## src/rtl/bus_fabric_if.sv

```systemverilog
// Request/response bundle for the peripheral fabric: the CPU native-bus side
// (m_*) and the per-slot peripheral side (s_*).
interface bus_fabric_if #(
  parameter int NUM_SLV = 8
);
  logic                   m_valid;
  logic                   m_ready;
  logic [31:0]            m_addr;
  logic [31:0]            m_wdata;
  logic [3:0]             m_wstrb;
  logic [31:0]            m_rdata;
  logic [NUM_SLV-1:0]     s_valid;
  logic [31:0]            s_addr;
  logic [31:0]            s_wdata;
  logic [3:0]             s_wstrb;
  logic [NUM_SLV-1:0]     s_ready;
  logic [NUM_SLV*32-1:0]  s_rdata;

  // The fabric: answers CPU requests and drives the peripheral request lines.
  modport slave (
    input  m_valid, m_addr, m_wdata, m_wstrb, s_ready, s_rdata,
    output m_ready, m_rdata, s_valid, s_addr, s_wdata, s_wstrb
  );

  // The environment around the fabric: the CPU plus the peripherals.
  modport master (
    output m_valid, m_addr, m_wdata, m_wstrb, s_ready, s_rdata,
    input  m_ready, m_rdata, s_valid, s_addr, s_wdata, s_wstrb
  );
endinterface

```

## src/rtl/bus_fabric.sv

```systemverilog
// Address-decoding fabric between a picorv32-style native bus and up to 16
// peripheral slots, with a timeout watchdog and a small status/error block.
module bus_fabric #(
  parameter int                    NUM_SLV   = 8,
  parameter logic [NUM_SLV*32-1:0] SLV_BASE  = '0,
  parameter logic [NUM_SLV*32-1:0] SLV_MASK  = '0,
  parameter int                    TIMEOUT   = 255,
  parameter logic [31:0]           STAT_BASE = 32'h4000_F000,
  parameter logic [31:0]           ERR_RDATA = 32'hDEAD_BEEF
) (
  input  logic         clk,
  input  logic         resetn,
  bus_fabric_if.slave  bus,
  output logic         err_irq
);

  localparam logic [1:0] ST_IDLE   = 2'd0;
  localparam logic [1:0] ST_ACTIVE = 2'd1;
  localparam logic [1:0] ST_STAT   = 2'd2;
  localparam logic [1:0] ST_ERR    = 2'd3;

  // Last count value still allowed to wait; one more miss means timeout.
  localparam logic [15:0] TMO_LAST = 16'(TIMEOUT - 1);

  logic [1:0]         state_q, state_d;
  logic [NUM_SLV-1:0] sel_q, sel_d;
  logic [15:0]        cnt_q, cnt_d;
  logic               unm_q, unm_d;
  logic               tmo_q, tmo_d;
  logic               wflag_q, wflag_d;
  logic [31:0]        err_addr_q, err_addr_d;
  logic [7:0]         err_cnt_q, err_cnt_d;

  logic [NUM_SLV-1:0] hit;
  logic [NUM_SLV-1:0] hit_first;
  logic               stat_hit;
  logic               sel_ready;
  logic [31:0]        sel_rdata;
  logic [31:0]        stat_rdata;
  logic [31:0]        rdata_term [NUM_SLV];
  logic               err_event;
  logic               err_is_tmo;

  genvar gi;
  generate
    for (gi = 0; gi < NUM_SLV; gi++) begin : g_slot
      localparam logic [31:0] BASE = SLV_BASE[32*gi +: 32];
      localparam logic [31:0] MASK = SLV_MASK[32*gi +: 32];
      // A zero mask would match everything, so it is treated as "slot off".
      assign hit[gi]        = (MASK != 32'd0) && ((bus.m_addr & MASK) == (BASE & MASK));
      assign rdata_term[gi] = sel_q[gi] ? bus.s_rdata[32*gi +: 32] : 32'd0;
    end
  endgenerate

  assign stat_hit  = (bus.m_addr[31:4] == STAT_BASE[31:4]);
  assign sel_ready = |(bus.s_ready & sel_q);
  assign err_irq   = unm_q | tmo_q;

  assign bus.s_addr  = bus.m_addr;
  assign bus.s_wdata = bus.m_wdata;
  assign bus.s_wstrb = bus.m_wstrb;

  // Pick the lowest-index hitting slot and merge the selected slave's read data.
  always_comb begin
    hit_first = '0;
    for (int i = NUM_SLV - 1; i >= 0; i--) begin
      if (hit[i]) begin
        hit_first    = '0;
        hit_first[i] = 1'b1;
      end
    end
    sel_rdata = '0;
    for (int i = 0; i < NUM_SLV; i++) begin
      sel_rdata = sel_rdata | rdata_term[i];
    end
  end

  // Status block read mux, word selected by address bits [3:2].
  always_comb begin
    case (bus.m_addr[3:2])
      2'd0:    stat_rdata = {29'd0, wflag_q, tmo_q, unm_q};
      2'd1:    stat_rdata = err_addr_q;
      2'd2:    stat_rdata = {24'd0, err_cnt_q};
      default: stat_rdata = {16'd0, 8'(NUM_SLV), 8'h01};
    endcase
  end

  // Bus outputs are pure functions of state, so reset silences them at once.
  always_comb begin
    bus.s_valid = (state_q == ST_ACTIVE) ? (sel_q & {NUM_SLV{bus.m_valid}}) : '0;
    bus.m_ready = 1'b0;
    bus.m_rdata = '0;
    case (state_q)
      ST_ACTIVE: begin
        if (bus.m_valid && sel_ready) begin
          bus.m_ready = 1'b1;
          bus.m_rdata = sel_rdata;
        end
      end
      ST_STAT: begin
        bus.m_ready = 1'b1;
        bus.m_rdata = stat_rdata;
      end
      ST_ERR: begin
        bus.m_ready = 1'b1;
        bus.m_rdata = ERR_RDATA;
      end
      default: ;
    endcase
  end

  // Next-state logic: decode, wait/timeout, status access and error capture.
  always_comb begin
    state_d    = state_q;
    sel_d      = sel_q;
    cnt_d      = cnt_q;
    unm_d      = unm_q;
    tmo_d      = tmo_q;
    wflag_d    = wflag_q;
    err_addr_d = err_addr_q;
    err_cnt_d  = err_cnt_q;
    err_event  = 1'b0;
    err_is_tmo = 1'b0;
    case (state_q)
      ST_IDLE: begin
        if (bus.m_valid) begin
          if (stat_hit) begin
            state_d = ST_STAT;
          end else if (|hit) begin
            state_d = ST_ACTIVE;
            sel_d   = hit_first;
            cnt_d   = '0;
          end else begin
            state_d   = ST_ERR;
            err_event = 1'b1;
          end
        end
      end
      ST_ACTIVE: begin
        if (!bus.m_valid) begin
          state_d = ST_IDLE;
          sel_d   = '0;
        end else if (sel_ready) begin
          state_d = ST_IDLE;
          sel_d   = '0;
        end else if (cnt_q == TMO_LAST) begin
          state_d    = ST_ERR;
          sel_d      = '0;
          err_event  = 1'b1;
          err_is_tmo = 1'b1;
        end else begin
          cnt_d = cnt_q + 16'd1;
        end
      end
      ST_STAT: begin
        state_d = ST_IDLE;
        if (bus.m_valid && (|bus.m_wstrb)) begin
          if (bus.m_addr[3:2] == 2'd0) begin
            unm_d = 1'b0;
            tmo_d = 1'b0;
          end
          if (bus.m_addr[3:2] == 2'd2) begin
            err_cnt_d = 8'd0;
          end
        end
      end
      default: begin
        state_d = ST_IDLE;
      end
    endcase
    // Applied last so a fresh error always overrides a clear in the same cycle.
    if (err_event) begin
      if (err_is_tmo) tmo_d = 1'b1;
      else            unm_d = 1'b1;
      err_addr_d = bus.m_addr;
      wflag_d    = |bus.m_wstrb;
      if (err_cnt_q != 8'hFF) err_cnt_d = err_cnt_q + 8'd1;
    end
  end

  // State registers with asynchronous active-low reset.
  always_ff @(posedge clk or negedge resetn) begin
    if (!resetn) begin
      state_q    <= ST_IDLE;
      sel_q      <= '0;
      cnt_q      <= '0;
      unm_q      <= 1'b0;
      tmo_q      <= 1'b0;
      wflag_q    <= 1'b0;
      err_addr_q <= '0;
      err_cnt_q  <= '0;
    end else begin
      state_q    <= state_d;
      sel_q      <= sel_d;
      cnt_q      <= cnt_d;
      unm_q      <= unm_d;
      tmo_q      <= tmo_d;
      wflag_q    <= wflag_d;
      err_addr_q <= err_addr_d;
      err_cnt_q  <= err_cnt_d;
    end
  end

endmodule

```

## src/flat_wrapper.sv

```systemverilog
// flat-port wrapper written by rule: the top's interface ports become plain ports
module bus_fabric_flat 
#(
  parameter int                    NUM_SLV   = 8,
  parameter logic [NUM_SLV*32-1:0] SLV_BASE  = '0,
  parameter logic [NUM_SLV*32-1:0] SLV_MASK  = '0,
  parameter int                    TIMEOUT   = 255,
  parameter logic [31:0]           STAT_BASE = 32'h4000_F000,
  parameter logic [31:0]           ERR_RDATA = 32'hDEAD_BEEF
)
  (clk, resetn, err_irq, bus_m_valid, bus_m_addr, bus_m_wdata, bus_m_wstrb, bus_s_ready, bus_s_rdata, bus_m_ready, bus_m_rdata, bus_s_valid, bus_s_addr, bus_s_wdata, bus_s_wstrb);
  bus_fabric_if #(.NUM_SLV(NUM_SLV)) bus_i ();
  input  logic clk;
  input  logic resetn;
  output logic err_irq;
  input wire logic [$bits(bus_i.m_valid)-1:0] bus_m_valid;
  input wire logic [$bits(bus_i.m_addr)-1:0] bus_m_addr;
  input wire logic [$bits(bus_i.m_wdata)-1:0] bus_m_wdata;
  input wire logic [$bits(bus_i.m_wstrb)-1:0] bus_m_wstrb;
  input wire logic [$bits(bus_i.s_ready)-1:0] bus_s_ready;
  input wire logic [$bits(bus_i.s_rdata)-1:0] bus_s_rdata;
  output wire logic [$bits(bus_i.m_ready)-1:0] bus_m_ready;
  output wire logic [$bits(bus_i.m_rdata)-1:0] bus_m_rdata;
  output wire logic [$bits(bus_i.s_valid)-1:0] bus_s_valid;
  output wire logic [$bits(bus_i.s_addr)-1:0] bus_s_addr;
  output wire logic [$bits(bus_i.s_wdata)-1:0] bus_s_wdata;
  output wire logic [$bits(bus_i.s_wstrb)-1:0] bus_s_wstrb;
  assign bus_i.m_valid = bus_m_valid;
  assign bus_i.m_addr = bus_m_addr;
  assign bus_i.m_wdata = bus_m_wdata;
  assign bus_i.m_wstrb = bus_m_wstrb;
  assign bus_i.s_ready = bus_s_ready;
  assign bus_i.s_rdata = bus_s_rdata;
  assign bus_m_ready = bus_i.m_ready;
  assign bus_m_rdata = bus_i.m_rdata;
  assign bus_s_valid = bus_i.s_valid;
  assign bus_s_addr = bus_i.s_addr;
  assign bus_s_wdata = bus_i.s_wdata;
  assign bus_s_wstrb = bus_i.s_wstrb;
  bus_fabric #(.NUM_SLV(NUM_SLV), .SLV_BASE(SLV_BASE), .SLV_MASK(SLV_MASK), .TIMEOUT(TIMEOUT), .STAT_BASE(STAT_BASE), .ERR_RDATA(ERR_RDATA)) u_core (.clk(clk), .resetn(resetn), .bus(bus_i), .err_irq(err_irq));
endmodule
```

## config.mk

```make
export PLATFORM = sky130hd
export DESIGN_NAME = bus_fabric_flat
export DESIGN_NICKNAME = d
export VERILOG_FILES = /design/src/rtl/bus_fabric_if.sv /design/src/rtl/bus_fabric.sv /design/src/flat_wrapper.sv
export SDC_FILE = /design/constraint.sdc
export NUM_CORES = 1
export LEC_CHECK = 0
export CAP_MARGIN = 25
export CORE_AREA = 2 2 172 174
export CTS_CLUSTER_SIZE = 14
export DETAILED_ROUTE_END_ITERATION = 8
export DIE_AREA = 0 0 174 176
export REMOVE_ABC_BUFFERS = 1
export SLEW_MARGIN = 5
export SYNTH_ARGS = -nofsm -noshare
export SYNTH_HDL_FRONTEND = slang
export SYNTH_SLANG_ARGS = --single-unit
```

## constraint.sdc

```tcl
create_clock -name clk -period 2.8 [get_ports clk]
set_input_delay 0.56 -clock clk [delete_from_list [all_inputs] [get_ports clk]]
set_output_delay 0.56 -clock clk [all_outputs]
set_load 0.01 [all_outputs]
```

==> results of run 1 <==
[state kept, by name, summed over array words and instances (netlist names)]
signal / cells
u_core.wflag_q: 1
u_core.cnt_q: 16
u_core.err_addr_q: 32
u_core.tmo_q: 1
u_core.state_q: 2
u_core.err_cnt_q: 8
u_core.unm_q: 1
[synthesized netlist by cell type, types with 2 or more instances]
master                     instances
sky130_fd_sc_hd__buf_6             3
sky130_fd_sc_hd__dfrtp_1          61
sky130_fd_sc_hd__nand2b_1          2
sky130_fd_sc_hd__nand3_1           9
sky130_fd_sc_hd__nor2_1           10
sky130_fd_sc_hd__o21a_1            3
sky130_fd_sc_hd__o21ai_0           7
sky130_fd_sc_hd__clkbuf_1         10
sky130_fd_sc_hd__a221oi_1          4
sky130_fd_sc_hd__ha_1              3
sky130_fd_sc_hd__nor3_1            6
sky130_fd_sc_hd__o22ai_1           5
sky130_fd_sc_hd__nor4b_1           2
sky130_fd_sc_hd__nor2b_1          11
sky130_fd_sc_hd__mux2i_1           3
sky130_fd_sc_hd__buf_4            76
sky130_fd_sc_hd__a21o_1           16
sky130_fd_sc_hd__xor2_1            8
sky130_fd_sc_hd__or3_1             3
sky130_fd_sc_hd__nand2_1          20
sky130_fd_sc_hd__nand4_1           5
sky130_fd_sc_hd__a21oi_1           5
sky130_fd_sc_hd__xnor2_1           8
sky130_fd_sc_hd__and3_1            4
sky130_fd_sc_hd__mux2_2           33
sky130_fd_sc_hd__o211ai_1          2
sky130_fd_sc_hd__and2_1           12
sky130_fd_sc_hd__a41oi_1           2
sky130_fd_sc_hd__nor4_1            8
sky130_fd_sc_hd__inv_1             9
[logic make-up (layout without fill, tap and decap cells)]
| group | after synthesis | after routing | share of synthesized area [%] |
|---|---|---|---|
| buffers and inverters | 100 | 166 | 18.1 |
| AO/OA/AOI/OAI | 54 | 54 | 10.6 |
| AND/OR/NAND/NOR | 102 | 102 | 15.4 |
| flip-flops | 61 | 61 | 40.5 |
| other | 1 | 8 | 0.0994 |
| adder cells (fa/ha/maj) | 3 | 3 | 0.995 |
| XOR/XNOR | 16 | 16 | 3.71 |
| multiplexers | 36 | 36 | 10.6 |
[path summary, 6_finish.rpt]
kind	start	to	cells after the start
min	resetn	u_core.cnt_q[2]$_DFFE_PN0P_	1
min reg2reg	u_core.cnt_q[15]$_DFFE_PN0P_	u_core.cnt_q[15]$_DFFE_PN0P_	1
max in group asynchronous	resetn	u_core.err_cnt_q[0]$_DFF_PN0_	2
max reg2reg	u_core.cnt_q[0]$_DFFE_PN0P_	u_core.err_cnt_q[0]$_DFF_PN0_	8
max	bus_m_addr[2]	bus_m_rdata[6]	8
min in group clk	u_core.cnt_q[15]$_DFFE_PN0P_	u_core.cnt_q[15]$_DFFE_PN0P_	1
[metrics by stage]
stage | utilization [%] | instances
floorplan | - | 289
global placement | 17.5 | 814
detailed placement | 17.5 | 814
CTS | 18.6 | 830
global route | 18.7 | 830
finish | 18.7 | 830
[placed cells by master (no fill, tap or decap), drive strengths merged, types with 3 or more instances in the layout]
cell           synthesis  final
buf                   81     34
nor3                   6      6
o21a                   3      3
inv                    9      9
and2                  12     12
or3                    3      3
xor2                   8      8
a221oi                 4      4
and3                   4      4
mux2                  33     33
conb                   1      8
o21ai                  8      8
nor2b                 11     11
a21o                  16     16
nand4                  5      5
o22ai                  5      5
a21oi                  5      5
nor2                  10     10
dlymetal6s2s           0      7
dlygate4sd2            0     25
nand2                 21     21
nand3                  9      9
nor4                   9      9
xnor2                  8      8
dfrtp                 61     61
clkbuf                10     12
clkdlybuf4s50          0     75
mux2i                  3      3
ha                     3      3
[worst reg2reg max path, cell delays in order, from the launching register on]
cell                       delay, ps
sky130_fd_sc_hd__dfrtp_1         420
sky130_fd_sc_hd__inv_1            80
sky130_fd_sc_hd__ha_1            140
sky130_fd_sc_hd__nor4b_1         230
sky130_fd_sc_hd__nand3_1         150
sky130_fd_sc_hd__or3_1           460
sky130_fd_sc_hd__buf_4           190
sky130_fd_sc_hd__a21boi_1        300
sky130_fd_sc_hd__mux2i_1         220
[routing by layer]
layer	track usage, %	part of all wire (%)	routed length [um]
met1	9.50	27	5200
met2	24.0	55	10600
met3	10.3	16	3160
met4	3.15	1.6	302
met5	3.21	0.71	138
[cell type report]
class                      count  area [um2]
clock buffer                  12         256
clock inverter                 4        70.1
fill                        3175       23200
inverter                       9        33.8
multi-input combinational    219        1620
sequential                    61        1530
tap                          384         480
timing repair buffer         141        1360
[where the power goes]
part | internal [mW] | total (mW) | leakage, nW | switching [mW]
registers | 1.05 | 1.22 | 0.739 | 0.165
logic | 0.369 | 0.651 | 1.55 | 0.282
clock network | 0.824 | 1.22 | 0.163 | 0.395
[what timing repair did]
item | CTS | global route
endpoints found under the setup margin | 31 | 13
pin swaps | 1 | 0
endpoints found under the hold margin | 0 | 0
gates resized for setup | 30 | 9
==> results.md, run 1 <==
Clocking:
- The TritonCTS clock tree is done.
- The sink count of the clock tree is 61.
- The buffer cell driving the clock tree root is sky130_fd_sc_hd__clkbuf_16.
- The number of hold buffers added after CTS was 0.
- The number of CTS-inserted buffers is 9.
- Clock-pin slew was measured on the worst setup and hold paths at 50 ps.
- The later pin in the worst-skew pair is clocked with a latency of 330 ps.
- The H-tree depth is 3.
- The count of buffers added by post-CTS timing repair for setup is 0.
- In this run the deepest clock path goes through 2 buffers.

Drt:
- For this block, the routed nets add up to 19400 um of wire.
- The vias after detailed routing is 2934.
- After detailed routing, the average wire length per cell comes to 23.4 um.
- The residual antenna-violating net count after detailed routing is 0.
- Before antenna repair, the detailed router went through 4 iterations.
- For this block, the initial DRC count from the detailed router was 158.
- After detailed routing, the number of vias per cell comes to 3.53.
- In the routed design, unresolved DRC markers number 0.

Placed design:
- Routability-driven placement finished with a final weighted congestion of 0.836.
- The post-place instance area is 5000 um2.
- During placement, the flow inserted port buffers numbering 108.
- Detailed placement finished with a half-perimeter wire length of 16900 um.
- The worst slack at placement is -271 ps.

Global route:
- The global-route wire length before repair is 25600 um.
- The initial antenna violation count is 0.
- Entering global routing, the biggest net connects 23 pins.
- The via count of the first global-routing pass is 2936.
- The aggregate global routing overflow is 0.
- The total global-route track usage is 12.7%.

STA:
- The worst pin sits at a relative slew slack of 60.0%.
- The transition at the pin with the smallest max-transition slack is 597 ps.
- The post-route clock period utilization is 97.3%.
- Setup violations remaining at the end of the flow were counted as 0.
- For the final database, setup skew stands at 7.32 ps.
- The count of endpoints failing hold in the final timing report is 0.
- The number of pins exceeding their max-slew limit in the final report was 0.
- The minimum period implied by the final worst setup slack is 2720 ps.
- Setup repair after global routing left no endpoint under its margin.
- Setup slack on the critical path of the routed design comes to 75.3 ps.
- The worst slack on hold paths is 220 ps.
- Derived from the worst setup path, the maximum achievable clock frequency is 367 MHz.
- Summed over all failing endpoints, the final setup total negative slack is 0 ps.

Synthesis:
- The number of enable-type register cells in the synthesized netlist is 0.
- Dividing the synthesized area by the synthesized cell count gives 10.1 um2.
- During synthesis, Yosys emitted a total of 0 warnings.
- The area share of the largest cell type after synthesis is 40.5%.
- sky130_fd_sc_hd__dfrtp_1 takes more of the synthesized area than any other cell.
- The area of the mapped netlist is 3770 um2.
- The cell count after synthesis came out at 373.
- The sequential cell area fraction in the yosys report is 40.5%.
- The most frequently used flop master after synthesis is sky130_fd_sc_hd__dfrtp_1.
- In the post-synthesis netlist, the biggest area contributors are sky130_fd_sc_hd__dfrtp_1 (40%), sky130_fd_sc_hd__buf_4 (15%), sky130_fd_sc_hd__mux2_2 (9.9%).
- The count of unique library cells instantiated by Yosys is 53.
- The async set-reset flop share out of synthesis is 100%.
- The number of synthesized register bits is 61.

Cells and area:
- In the final layout, the share of cells above drive strength 1 is 20.6%.
- The number of nets in the layout is 779.
- The number of diodes is 0.
- With fillers left out, the area of the finished cells amounts to 5350 um2.
- Relative to the synthesized area, the layout overhead comes to 41.7%.

Critical path:
- Counting both buffers and inverters, the worst setup path holds a total of 5.
- The largest single stage delay on the critical path is 500 ps.
- The critical path start-end classification is input pin to output pin.
- Data on the critical path arrives at its endpoint at 2160 ps.
- Traced cell by cell, the critical path runs through clkdlybuf4s50_1 -> buf_6 -> nor2b_1 -> buf_4 -> a221oi_1 -> buf_4 -> nor2b_1 -> dlygate4sd2_1.
- The cell family contributing the most delay on the critical path is buffers and inverters.
- The critical path startpoint category is an input pin.
- Of all nets on the critical path, the largest fanout is 9.
- Setup slack on the worst reg-to-reg path comes out at 550 ps.
- STA puts the critical path data required time at 2240 ps.
- The cell type of the slowest stage on the worst timing path is sky130_fd_sc_hd__clkdlybuf4s50_1.
- The worst setup path is captured at an output pin.

Floorplan:
- The die footprint is 30600 um2.
- The area of the placeable core is 28500 um2.
- 445 I/O pins were placed.
- The y dimension of the die is 176 um.
- The floorplan has 62 rows.
- The die is 174 um wide.
- Once the floorplan was initialized, standard cells occupied 13.2% of the core.

Hold path:
- The worst hold-check path type is input pin to async pin.

Power:
- After layout, the design draws a total of 3.09 mW.
- The areal power density over the cells is 578 nW/um2.
- VDD sags by at most 295 uV.
- Summed over all cells, the static leakage comes to 2.45 nW.

Outcome:
- The flow ran to the end, and the final reports show no timing, DRC or antenna violations.

Job:
- The total of max-cap violations is 0.
Note: power is estimated with default switching activity, not from simulation.
==> run 2: changes to the inputs <==
--- a/config.mk
+++ b/config.mk
@@ -6,10 +6,11 @@
 export NUM_CORES = 1
 export LEC_CHECK = 0
 export CAP_MARGIN = 25
-export CORE_AREA = 2 2 172 174
+export CORE_AREA = 2 2 171 173
 export CTS_CLUSTER_SIZE = 14
 export DETAILED_ROUTE_END_ITERATION = 8
-export DIE_AREA = 0 0 174 176
+export DIE_AREA = 0 0 173 175
+export GPL_TIMING_DRIVEN = 0
 export REMOVE_ABC_BUFFERS = 1
 export SLEW_MARGIN = 5
 export SYNTH_ARGS = -nofsm -noshare
==> constraint.sdc (replaced) <==
create_clock -name clk -period 3.3 [get_ports clk]
set_input_delay 0.66 -clock clk [delete_from_list [all_inputs] [get_ports clk]]
set_output_delay 0.66 -clock clk [all_outputs]
set_load 0.01 [all_outputs]
==> run 2 against run 1 <==
Net effect:
- register-to-register slack better by 100 ps
- sequential power is 16% lower
- die area is 1.1% lower
- clock skew hardly changed
- critical path depth is 3 lower
- wire length is 2.6% higher
- sequential share of layout area is 1.6 points higher
- total power is 19% lower
==> results.md, run 2 (synthesis results as in run 1) <==
STA:
- The count of endpoints failing setup in the final report is 0.
- Dividing the final minimum period by the clock period gives 95.9%.
- The highest attainable clock frequency is 316 MHz.
- Headroom to the max-slew limit came out at 53.2%.
- The routed design could run at a clock period as short as 3160 ps.
- The count of endpoints failing hold in the final timing report came to 0.
- The transition at the pin with the smallest max-transition slack is 697 ps.
- The final clock skew is 7.40 ps.
- For the final routed database, the setup TNS stands at 0 ps.
- The post-layout worst setup margin is 136 ps.
- The worst slack on hold paths is 230 ps.
- Setup repair after global routing left no endpoint under its margin.
- The number of pins exceeding their max-slew limit in the final report is 0.

Power:
- The leakage dissipation is 2.08 nW.
- Of the total power, combinational logic draws 21.2%.
- The worst ir drop on vdd is 214 uV.
- The part of the power in the clock network is 37.7%.
- The internal power is 1.72 mW.
- The power spent charging and discharging nets is 0.792 mW.
- The areal power density over the cells is 496 nW/um2.
- The total power of the final layout is 2.51 mW.
- The proportion of total power due to net switching is 31.6%.
- In this run, flip-flops and latches consume 41.1% of the power.

Placed design:
- Counting tap cells, the placed design contains a total of 782 instances.
- At the end of routability-driven placement, the weighted congestion stood at 0.875.
- In this run the tool buffered the top-level ports with 108 buffer cells.
- Prior to clock tree synthesis, the placed netlist has a worst setup slack of -774 ps.
- Summed over all nets, the half-perimeter wirelength after detailed placement is 16800 um.

Cells and area:
- The number of flip-flops under the largest register name is 32.
- The number of nets in the layout is 750.
- Registers take 1530 um2.
- The number of diodes is 0.
- Cells with a size suffix above 1 make up 15.6% of the layout.
- Leaving out fill and tap cells, the most frequent cell in the layout is sky130_fd_sc_hd__clkdlybuf4s50_1.
- The library cells used most frequently in the layout, excluding fill and tap cells, are sky130_fd_sc_hd__clkdlybuf4s50_1 (105), sky130_fd_sc_hd__dfrtp_1 (61), sky130_fd_sc_hd__mux2_2 (33).
- The multi-input logic area is 1620 um2.
- From synthesis to final layout, the design area changed by 34.3%.
- The register bank with the most flops is u_core.err_addr_q.
- The count of filler cells inserted in the layout is 3177.
- The largest registers in the layout are u_core.err_addr_q x32, u_core.cnt_q x16, u_core.err_cnt_q x8.
- After the flow finishes, the layout carries non-filler instances totaling 801.

Critical path:
- The critical path startpoint is bus_m_addr[2].
- The nature of the critical path endpoint is an output pin.
- In this design, the stage delay of the slowest critical-path cell is 550 ps.
- The critical path startpoint category is an input pin.
- The worst reg2reg path depth is 7.
- The launch instance of the worst register-to-register path is u_core.cnt_q[0]$_DFFE_PN0P_.
- The critical path start-end classification is input pin to output pin.
- The worst path arrival time is 2500 ps.
- The critical path goes through clkdlybuf4s15_1 -> nor2b_4 -> and2_2 -> a21o_1 -> clkdlybuf4s50_1.
- Among all stages on the critical path, the largest delay is contributed by sky130_fd_sc_hd__clkdlybuf4s50_1.
- The peak fanout along the critical path is 10.
- The setup check on the worst reg-to-reg path leaves a slack of 650 ps.
- Following the worst setup path forward leads to its endpoint at bus_m_rdata[15].
- At the worst endpoint, the required time is 2640 ps.
- The worst reg2reg path endpoint is u_core.err_addr_q[21]$_DFFE_PN0P_.

Job:
- Across the run, the number of max-cap violations was 0.

Clocking:
- Counting every sink on the clock net gives 61.
- The number of buffers on the longest clock path is 2.
- Hold repair after CTS inserted 0 buffers.
- TritonCTS built the clock tree.
- Clock latency on the worst-skew pair, taken at its later pin, is 350 ps.
- The H-tree generated during clock tree synthesis spans 3 levels.
- The number of CTS-inserted buffers is 9.
- The buffer cell driving the clock tree root is sky130_fd_sc_hd__clkbuf_16.
- The clock edge transition at the registers on the reported setup and hold paths is 60 ps.

Drt:
- The vias after detailed routing is 2816.
- The starting DRC count in detailed routing is 133.
- Dividing the detail-routed via count by the number of cells gives 3.52.
- The residual antenna-violating net count after detailed routing is 0.
- The number of iterations in the first detailed-routing pass is 4.
- The overall routed net length is 19900 um.
- In the routed design, unresolved DRC markers number 0.
- Dividing the detail-routed wire length by the instance count gives 24.9 um.

Global route:
- The initial antenna violation count was 0.
- The total global-route track usage is 13.1%.
- The maximum number of pins on one net before global-route repair is 39.
- The first global-routing pass estimated 26000 um of wire.
- The via count of the first global-routing pass is 2862.
- For this run the aggregate overflow at the end of global routing stands at 0.

Floorplan:
- The initial utilization of the core area, before any placement, comes to 13.3%.
- The region available for standard cell placement spans 28400 um2.
- Measured along the x axis, the die boundary spans 173 um.
- The die footprint is 30300 um2.
- For this design the top-level I/O count stands at 445.
- The y dimension of the die is 175 um.
- The count of standard-cell rows is 62.

Hold path:
- The worst hold-check path type is input pin to async pin.

Outcome:
- The flow ran to the end, and the final reports show no timing, DRC or antenna violations.
==> run 2: changes by cell type in the layout (fill, tap and decap cells not counted), sizes merged, moves of 2 or more <==
cell           before  now
buf                34    4
bufinv              2    0
clkbuf             12    9
clkdlybuf4s50      75  105
dlygate4sd2        25    0
dlymetal6s2s        7    1
inv                 9   14
==> run 2: routing by layer <==
| layer | GRT usage [%] | up-vias | wire, um |
|---|---|---|---|
| met5 | 2.08 | - | 86 |
| met4 | 3.18 | 2 | 310 |
| met3 | 10.8 | 14 | 3290 |
| met2 | 24.3 | 167 | 10700 |
| met1 | 10.3 | 1330 | 5570 |
| li1 | - | 1303 | - |
==> run 2: worst min path at each step <==
stage                                           start                                end  cells after the start
after detailed placement  u_core.cnt_q[5]$_DFFE_PN0P_        u_core.cnt_q[5]$_DFFE_PN0P_                      1
final                                          resetn  u_core.err_addr_q[28]$_DFFE_PN0P_                      1
after global placement    u_core.cnt_q[5]$_DFFE_PN0P_        u_core.cnt_q[5]$_DFFE_PN0P_                      1
after floorplan                                resetn        u_core.cnt_q[0]$_DFFE_PN0P_                      0
after global routing                           resetn  u_core.err_addr_q[28]$_DFFE_PN0P_                      1
after CTS                                      resetn  u_core.err_addr_q[26]$_DFFE_PN0P_                      1
==> run 2: worst max-delay path: cells and delay by family <==
family / cells / cell delay (ps)
buffers and inverters: 2 / 990
AOI/OAI and AO/OA: 1 / 150
and+or+nand+nor: 2 / 700
==> run 2: timing repair <==
item / 4_1_cts / 5_1_grt
cloned: 0 / 1
resized for setup: 9 / 3
buffers inserted: 0 / 2
pin swaps: 0 / 0
setup endpoints to repair: 64 / 26
==> run 2: power groups by stage <==
stage | registers [mW] | clock network [mW] | logic, mW
finish | 1.03 | 0.946 | 0.533
global route | 1.06 | 1.01 | 0.591
CTS | 1.03 | 0.978 | 0.539
detailed placement | 1.04 | 0 | 0.535
floorplan | 0.999 | 0 | 0.276
global placement | 1.04 | 0 | 0.525
==> run 2: final cells by class <==
cell class              instances  area share, %
well taps                     384           9.48
clock buffers                   9           4.45
clock inverters                 7           1.23
repair buffers                111           22.0
flip-flops and latches         61           30.1
multi-input cells             220           32.0
inverters                       9          0.667
==> run 2: through the flow <==
| stage | instance area [um2] | util [%] |
|---|---|---|
| CTS | 5040 | 17.7 |
| floorplan | 3150 | - |
| detailed placement | 4730 | 16.6 |
| global route | 5070 | 17.8 |
| global placement | 4710 | 16.6 |
| finish | 5070 | 17.8 |
